**src/rtl/user_lock_pkg.sv**
```systemverilog
// Shared types for the user-locked register bank: request opcodes and slot states.
package user_lock_pkg;

  typedef enum logic [1:0] {
    OP_WRITE   = 2'd0,
    OP_CLAIM   = 2'd1,
    OP_RELEASE = 2'd2,
    OP_LOCK    = 2'd3
  } op_e;

  typedef enum logic [1:0] {
    ST_FREE   = 2'd0,
    ST_OWNED  = 2'd1,
    ST_LOCKED = 2'd2
  } st_e;

endpackage

```
**src/rtl/user_lock_slot.sv**
```systemverilog
// One ownable register: FREE/OWNED/LOCKED FSM with owner ID and data storage.
module user_lock_slot
  import user_lock_pkg::*;
#(
  parameter int DATA_W = 8,
  parameter int USR_W  = 2
) (
  input  logic              clk,
  input  logic              rst,
  input  logic              sel_i,
  input  op_e               op_i,
  input  logic [USR_W-1:0]  usr_id_i,
  input  logic [DATA_W-1:0] data_i,
  output logic              ack_o,
  output logic [DATA_W-1:0] data_o,
  output logic              owned_o,
  output logic              locked_o
);

  st_e               state_q, state_d;
  logic [USR_W-1:0]  owner_q, owner_d;
  logic [DATA_W-1:0] data_q,  data_d;
  logic              ok;

  always_ff @(posedge clk) begin
    if (rst) begin
      state_q <= ST_FREE;
      owner_q <= '0;
      data_q  <= '0;
    end else begin
      state_q <= state_d;
      owner_q <= owner_d;
      data_q  <= data_d;
    end
  end

  // Only CLAIM is legal on a free slot; everything else needs an owner match.
  always_comb begin
    ok      = 1'b0;
    state_d = state_q;
    owner_d = owner_q;
    data_d  = data_q;
    case (op_i)
      OP_CLAIM: ok = (state_q == ST_FREE);
      default:  ok = (state_q == ST_OWNED) && (usr_id_i == owner_q);
    endcase
    if (sel_i && ok) begin
      case (op_i)
        OP_CLAIM: begin
          state_d = ST_OWNED;
          owner_d = usr_id_i;
        end
        OP_WRITE: data_d = data_i;
        OP_RELEASE: begin
          state_d = ST_FREE;
          owner_d = '0;
          data_d  = '0;
        end
        OP_LOCK: state_d = ST_LOCKED;
        default: ;
      endcase
    end
  end

  always_comb begin
    ack_o    = sel_i & ok;
    data_o   = data_q;
    owned_o  = (state_q == ST_OWNED) || (state_q == ST_LOCKED);
    locked_o = (state_q == ST_LOCKED);
  end

endmodule

```
**src/rtl/user_locked_regfile.sv**
```systemverilog
// Bank of user-ownable registers with claim/release/lock, request responses,
// a saturating rejection counter and a registered read port.
module user_locked_regfile
  import user_lock_pkg::*;
#(
  parameter  int DATA_W   = 8,
  parameter  int NUM_REGS = 4,
  parameter  int USR_W    = 2,
  parameter  int CNT_W    = 8,
  localparam int ADDR_W   = (NUM_REGS > 1) ? $clog2(NUM_REGS) : 1
) (
  input  logic                       clk,
  input  logic                       rst,
  input  logic                       req_valid,
  input  logic [1:0]                 req_op,
  input  logic [ADDR_W-1:0]          req_addr,
  input  logic [USR_W-1:0]           usr_id,
  input  logic [DATA_W-1:0]          data_in,
  output logic                       rsp_valid,
  output logic                       rsp_err,
  input  logic [ADDR_W-1:0]          rd_addr,
  output logic [DATA_W-1:0]          rd_data,
  output logic [NUM_REGS*DATA_W-1:0] data_out,
  output logic [NUM_REGS-1:0]        owned_vec,
  output logic [NUM_REGS-1:0]        locked_vec,
  output logic [CNT_W-1:0]           err_cnt
);

  localparam logic [ADDR_W:0]  NREG_L  = (ADDR_W+1)'(NUM_REGS);
  localparam logic [CNT_W-1:0] CNT_MAX = '1;

  logic                           in_range;
  logic                           req_err;
  logic [NUM_REGS-1:0]            sel;
  logic [NUM_REGS-1:0]            slot_ack;
  logic [NUM_REGS-1:0][DATA_W-1:0] slot_data;
  op_e                            op;

  logic              rsp_valid_q, rsp_valid_d;
  logic              rsp_err_q,   rsp_err_d;
  logic [CNT_W-1:0]  err_cnt_q,   err_cnt_d;
  logic [DATA_W-1:0] rd_data_q,   rd_data_d;

  assign op       = op_e'(req_op);
  assign in_range = ({1'b0, req_addr} < NREG_L);

  for (genvar i = 0; i < NUM_REGS; i++) begin : g_slot
    // Reset gating keeps a request in a reset cycle from ever being acked.
    assign sel[i] = req_valid & ~rst & in_range & (req_addr == ADDR_W'(i));

    user_lock_slot #(
      .DATA_W (DATA_W),
      .USR_W  (USR_W)
    ) u_slot (
      .clk      (clk),
      .rst      (rst),
      .sel_i    (sel[i]),
      .op_i     (op),
      .usr_id_i (usr_id),
      .data_i   (data_in),
      .ack_o    (slot_ack[i]),
      .data_o   (slot_data[i]),
      .owned_o  (owned_vec[i]),
      .locked_o (locked_vec[i])
    );

    assign data_out[i*DATA_W +: DATA_W] = slot_data[i];
  end

  // Out-of-range requests select no slot, so they fall out as "no ack".
  assign req_err = ~(|slot_ack);

  always_comb begin
    rsp_valid_d = req_valid;
    rsp_err_d   = req_valid & req_err;
    err_cnt_d   = err_cnt_q;
    if (req_valid && req_err && (err_cnt_q != CNT_MAX)) begin
      err_cnt_d = err_cnt_q + 1'b1;
    end
  end

  // Reads see the pre-edge slot contents, giving read-before-write ordering.
  always_comb begin
    rd_data_d = '0;
    for (int i = 0; i < NUM_REGS; i++) begin
      if (rd_addr == ADDR_W'(i)) rd_data_d = slot_data[i];
    end
  end

  always_ff @(posedge clk) begin
    if (rst) begin
      rsp_valid_q <= 1'b0;
      rsp_err_q   <= 1'b0;
      err_cnt_q   <= '0;
      rd_data_q   <= '0;
    end else begin
      rsp_valid_q <= rsp_valid_d;
      rsp_err_q   <= rsp_err_d;
      err_cnt_q   <= err_cnt_d;
      rd_data_q   <= rd_data_d;
    end
  end

  assign rsp_valid = rsp_valid_q;
  assign rsp_err   = rsp_err_q;
  assign err_cnt   = err_cnt_q;
  assign rd_data   = rd_data_q;

endmodule

```
**config.mk**
```make
export PLATFORM = sky130hd
export DESIGN_NAME = user_locked_regfile
export DESIGN_NICKNAME = d
export VERILOG_FILES = /design/src/rtl/user_lock_pkg.sv /design/src/rtl/user_lock_slot.sv /design/src/rtl/user_locked_regfile.sv
export SDC_FILE = /design/constraint.sdc
export NUM_CORES = 1
export LEC_CHECK = 0
export ABC_AREA = 1
export BUFFER_PORTS_ARGS = -buffer_cell sky130_fd_sc_hd__buf_2
export CAP_MARGIN = 30
export CORE_ASPECT_RATIO = 0.7
export CORE_MARGIN = 8
export CORE_UTILIZATION = 49
export DETAILED_ROUTE_END_ITERATION = 12
export PLACE_DENSITY_LB_ADDON = 0.2
export SKIP_LAST_GASP = 1
export SLEW_MARGIN = 15
export SYNTH_ARGS = -nofsm -noshare
export SYNTH_HDL_FRONTEND = slang
export SYNTH_SLANG_ARGS = --single-unit
```
**constraint.sdc**
```tcl
create_clock -name clk -period 1.9 [get_ports clk]
set_clock_uncertainty 0.2 [all_clocks]
set_input_delay 0.38 -clock clk [delete_from_list [all_inputs] [get_ports clk]]
set_output_delay 0.38 -clock clk [all_outputs]
set_load 0.005 [all_outputs]
```
After elaboration in Yosys (flattened, before gate mapping):

Cells that the tools add are included.

* equality and inequality tests: 22
* $add $sub $neg: 1
* bitwise gates (word level): 12
* mux-type cells: 11
* reduce and logical (&&, ||, !) cells: 37

Operators by type and width (number)
* $mux 8: 4
* $reduce_and 2->1: 12
* $eq 2x2->1 const B: 10
* $pmux 8 s2: 1
* $eq 2x1->1 const B: 7
* $logic_not 2->1: 7
* $and 1x1->1: 10
* $logic_and 1x1->1: 10
* $add 8x1->8 const B: 1
* $eq 2x2->1: 4
* $ne 8x8->1 const B: 1
* $pmux 2 s3: 1
* $logic_or 1x1->1: 4
* $mux 1: 4
* $pmux 2 s2: 1
* $reduce_bool 2->1: 2
* $reduce_or 4->1: 1
* $reduce_bool 3->1: 1
* $not 1->1: 2

* logic and storage cells: 99
* output and inout port bits: 58
* input bits: 19
* bits in registers: 66

Longest topological paths before layout:

* word-level depth: 8
* mapped depth: 13
* mapped depth without buffers: 12

Cells and area by module:

From an unflattened synthesis, not the netlist that was laid out.

* cells, all modules: 663
* area total of the unflattened synthesis: 4418.0 um2

Modules (own cells, without submodules)
* user_lock_slot (g_slot[1].u_slot ...): cells an instance 126, instances 3, area an instance 858.3 um2
* user_locked_regfile: cells an instance 156, instances 1, area an instance 982.2 um2
* user_lock_slot (g_slot[0].u_slot): cells an instance 129, instances 1, area an instance 860.8 um2

Worst setup path after synthesis:

OpenSTA, ideal clock, no wires.

* path type: in2reg
* start point: in req_op[1]
* end point: reg err_cnt_q[6] (netlist: err_cnt[6])
* setup slack: 62 ps
* data arrival time: 1529 ps
* setup time: 109 ps
* stages: 13
* cells stage by stage: inv_1 ha_1 inv_2 nor2_1 nor2_1 nand3_1 a21oi_4 nor2_4 buf_6 nand3_1 nand2_1 inv_2 nor2_2

* word-level cells in the longest chain between the ends: 7
* elaborated cells between the ends (all ways): 13
* classes of those cells: eq/ne (1); mux (4); bitwise (5); reduce/logical (3)

RTL lines
* from (decl): RTL line user_locked_regfile.sv:15 `input logic [1:0] req_op,`
* $eq 2x1->1 *: RTL line user_lock_slot.sv:43 `case (op_i)`
* $mux 1: RTL line user_lock_slot.sv:43
* $and 1x1->1: RTL line user_lock_slot.sv:66 `ack_o = sel_i & ok;`
* $reduce_or 4->1 *: RTL line user_locked_regfile.sv:71 `assign req_err = ~(|slot_ack);`
* $not 1->1 *: RTL line user_locked_regfile.sv:71
* $logic_and 1x1->1 * (2 in a row): RTL line user_locked_regfile.sv:77 `if (req_valid && req_err && (err_cnt_q != CNT_MAX)) begin`
* to (signal assigned): RTL line user_locked_regfile.sv:99 `err_cnt_q <= err_cnt_d;`
* to (decl): RTL line user_locked_regfile.sv:41 `logic [CNT_W-1:0] err_cnt_q, err_cnt_d;`

Every way passes the cells marked *; elsewhere a longest branch is shown, timed or not.
A chain may end at the register's enable or synchronous reset.

Final worst setup path:

* start point: reg g_slot[0].u_slot.state_q[0]
* end point: reg g_slot[0].u_slot.data_q[5]

* word-level cells in the longest chain between the ends: 5
* elaborated cells between the ends (all ways): 6
* classes of those cells: eq/ne (1); mux (1); reduce/logical (4)

RTL lines
* from (decl): RTL line user_lock_slot.sv:20 `st_e state_q, state_d;`
* from (signal assigned): RTL line user_lock_slot.sv:31 `state_q <= state_d;`
* $eq 2x1->1: RTL line user_lock_slot.sv:45 `default: ok = (state_q == ST_OWNED) && (usr_id_i == owner_q);`
* $logic_and 1x1->1: RTL line user_lock_slot.sv:45
* $mux 1 *: RTL line user_lock_slot.sv:43
* $logic_and 1x1->1 *: RTL line user_lock_slot.sv:47 `if (sel_i && ok) begin`
* $reduce_and 2->1 (no source line) *
* to (signal assigned): RTL line user_lock_slot.sv:33 `data_q <= data_d;`
* to (decl): RTL line user_lock_slot.sv:22 `logic [DATA_W-1:0] data_q, data_d;`

Marked as above.

==> qor.csv <==
stage,metric,value,unit
outcome,status,completed,
floorplan,die-width,115,um
clock_network,numCtsBuffers,9,
yosys,synth_nets,499,
floorplan,io_pins,77,
yosys,synth_area,3350,um2
detailed_routing,drcViolationCount,0,
timing,drv_slew,0,
power,peakVddDrop,377,uV
global_routing,grtUsageTotal,0.189,
worst_setup_path,cp_max_fo,6,
place,gp_congestion,0.876,
hold_path,holdPathStages,2,
detailed_routing,via_per_inst,5.06,
detailed_routing,drtIter0Drc,260,
timing,max_slew.worst_pin.slew,0.423,ns
worst_setup_path,worstRegToRegCells,10,
timing,rsz0062_at_grt,true,
floorplan,initial_utilization,0.501,
final_layout,antenna_cells,0,
timing,period_minus_slack,1.84,ns
power,p_leak,2.07,nW
timing,relSlewSlack,0.717,
floorplan,core_area,6690,um2
timing,finalSetupViolations,0,
clock_network,cts_sinks,66,
detailed_routing,wl_met1,4.65,mm
clock_network,cts_tree,built,
floorplan,dieHeight,85.2,um
clock_network,clk_latency,0.34,ns
power,powerDensity,692,nW/um2
final_layout,drive_gt1_frac,0.291,
worst_setup_path,worstReg2RegStart,g_slot[0].u_slot.state_q[0]$_SDFFE_PP0P_,
yosys,syn_inst,461,
final_layout,nFillCells,635,
clock_network,htreeDepth,3,
timing,tns,0,ns
hold_path,hold_end,rsp_valid$_SDFF_PP0_,
worst_setup_path,start_kind,flop,
final_layout,area_growth,27.2,%
place,dpl.cell_count,633,
place,place_hpwl,7.11,mm
yosys,yosysSeqAreaShare,0.394,
clock_network,clk_path_buf_depth,2,
timing,hold_viol_final,0,
worst_setup_path,crit_path_end_kind,flop,
clock_network,cts_root_buf,clkbuf_8,
worst_setup_path,cp.arrival,1.88,ns
hold_path,hold_path.startpoint,rst,
timing,timing.hold.ws,0.0985,ns
power,power,0.00295,W
detailed_routing,ant_nets,0,
detailed_routing,wl_per_cell,14.1,um
yosys,synth_top_cell_by_area,dfxtp_1,
yosys,synth.avg_cell_area,7.27,um2
timing,fmax,543,MHz
detailed_routing,top_layer,met4,
hold_path,min_path_type,primary input to flop,
place,pre_cts_ws,-0.270,ns
global_routing,antenna_found_initial,0,
global_routing,gr-total-overflow,0,
yosys,synth_seq_cells,66,
clock_network,path_clk_slew,0.07,ns
final_layout,fin_nets,596,
global_routing,grt_max_degree,35,
timing,setup_slack,0.0585,ns
global_routing,grt_pass1_vias,2962,
final_layout,instances_no_fill,657,
final_layout,multi_input_area,1630,um2
timing,fin_crit_sh,0.969,
yosys,ys_types,30,
floorplan,die-area,9790,um2
yosys,yosys_warnings,0,
yosys,synth.area.top_cells,"dfxtp_1 39%, nand2_1 9.7%, inv_1 8.1%",
worst_setup_path,ff2ff_setup_slack,0.06,ns
final_layout,seqCellArea,1330,um2
floorplan,rows,25,
global_routing,grt_first_pass_wirelength,14.6,mm
worst_setup_path,critPathKind,flop to flop,
detailed_routing,met3_length,797,um
detailed_routing,route.met2.wl,3.76,mm
job,cap_violations,0,
worst_setup_path,r2r_end,g_slot[0].u_slot.data_o[5]$_SDFFE_PP0P_,
detailed_routing,wl,9.28,mm
detailed_routing,num_vias,3326,
yosys,netlist.area_leader.share,0.394,
place,io_buffers,76,
worst_setup_path,required,1.94,ns
detailed_routing,drt-pass1-iter-count,5,
cells by family (layout without fill, tap and decap cells):
family | Yosys count | after routing | share of synthesized area
adder cells (fa/ha/maj) | 19 | 19 | 0.0709
AO/OA/AOI/OAI | 107 | 107 | 0.178
buffers and inverters | 104 | 205 | 0.135
flip-flops | 66 | 66 | 0.394
AND/OR/NAND/NOR | 164 | 165 | 0.219
XOR/XNOR | 1 | 1 | 0.00261
critical path: stages, from the launching register on:
cell	delay (ns)
dfxtp_2	0.32
inv_2	0.08
ha_4	0.13
nor2_1	0.04
nor2_1	0.09
nand3_1	0.12
a21oi_4	0.29
nand2_4	0.15
buf_12	0.17
o21ai_2	0.12
a21oi_2	0.04
power by group:
group / switching [W] / internal (W)
combinational: 0.000197 / 0.000124
sequential: 0.0000130 / 0.00140
clock: 0.000533 / 0.000676
total: 0.000743 / 0.00220
layer usage:
metal | track usage | vias to the layer above
li1 | - | 1673
met1 | 0.267 | 1510
met2 | 0.262 | 135
met3 | 0.0666 | 8
met4 | 0.0451 | 0
met5 | 0 | -
state kept, by name, summed over array words and instances (netlist names):
| signal | count |
|---|---|
| rsp_err | 1 |
| g_slot.u_slot.owner_q | 8 |
| g_slot.u_slot.data_o | 32 |
| g_slot.u_slot.state_q | 8 |
| rd_data | 8 |
| rsp_valid | 1 |
| err_cnt | 8 |
layout make-up:
class / instances / share of cell area
well taps: 94 / 0.0276
flip-flops and latches: 66 / 0.311
clock buffers: 12 / 0.0364
inverters: 80 / 0.0722
repair buffers: 109 / 0.159
multi-input cells: 292 / 0.382
clock inverters: 4 / 0.0117
cells in the final DEF (no fill, tap or decap), types with 3 or more instances in the layout:
cell type / n
clkbuf_8: 11
nand3_1: 30
nor2_2: 10
o21ai_0: 28
o21ai_2: 3
nand4_1: 8
dfxtp_2: 4
o221ai_1: 4
buf_2: 76
dfxtp_1: 62
nor2_1: 21
buf_4: 29
inv_1: 70
ha_1: 17
o211ai_1: 5
nor3_1: 3
nand2_1: 84
buf_12: 4
inv_2: 8
o22ai_1: 4
o21ai_1: 14
a21oi_1: 45
worst max path at each step:
stage / start / endpoint / slack (ns) / depth (start not counted)
floorplan: req_op[1] / err_cnt[6]$_SDFFE_PP0P_ / 0.06 / 13
global placement: req_op[1] / g_slot[0].u_slot.data_o[3]$_SDFFE_PP0P_ / -0.17 / 11
detailed placement: req_op[1] / g_slot[0].u_slot.data_o[2]$_SDFFE_PP0P_ / -0.27 / 11
global route: g_slot[0].u_slot.state_q[0]$_SDFFE_PP0P_ / g_slot[0].u_slot.data_o[5]$_SDFFE_PP0P_ / -0.03 / 10
CTS: g_slot[3].u_slot.state_q[0]$_SDFFE_PP0P_ / err_cnt[2]$_SDFFE_PP0P_ / 0.03 / 11
finish: g_slot[0].u_slot.state_q[0]$_SDFFE_PP0P_ / g_slot[0].u_slot.data_o[5]$_SDFFE_PP0P_ / 0.06 / 10
synth_stat cells:
cell type,count
a21oi_1,45
inv_2,8
nor2_2,9
xnor2_1,1
o221ai_1,4
ha_1,19
nand2_2,1
o21ai_0,29
o211ai_1,5
nand2_1,87
nor3_2,1
dfxtp_1,66
nand3_1,30
nor3_1,3
a21oi_2,2
nand4_1,8
buf_6,3
nor2_1,22
buf_2,5
buf_4,9
nor2_8,1
nor2_4,1
o22ai_1,4
clkbuf_1,7
o21ai_1,14
o21bai_1,1
nor4_1,1
a21oi_4,1
inv_1,72
o21ai_2,2
stage by stage:
| step | util | cell area (um2) |
|---|---|---|
| final | 0.637 | 4260 |
| after CTS | 0.616 | 4120 |
| after detailed placement | 0.585 | 3920 |
| after global routing | 0.637 | 4260 |
| after global placement | 0.585 | 3920 |
| after floorplan | - | 3350 |
repair_timing:
action	4_1_cts	5_1_grt
setup buffers	0	7
endpoints found under the hold margin	0	0
endpoints found under the setup margin	0	16
resized for setup	0	21
hold buffers	0	0
Note: power is estimated with default switching activity, not from simulation.
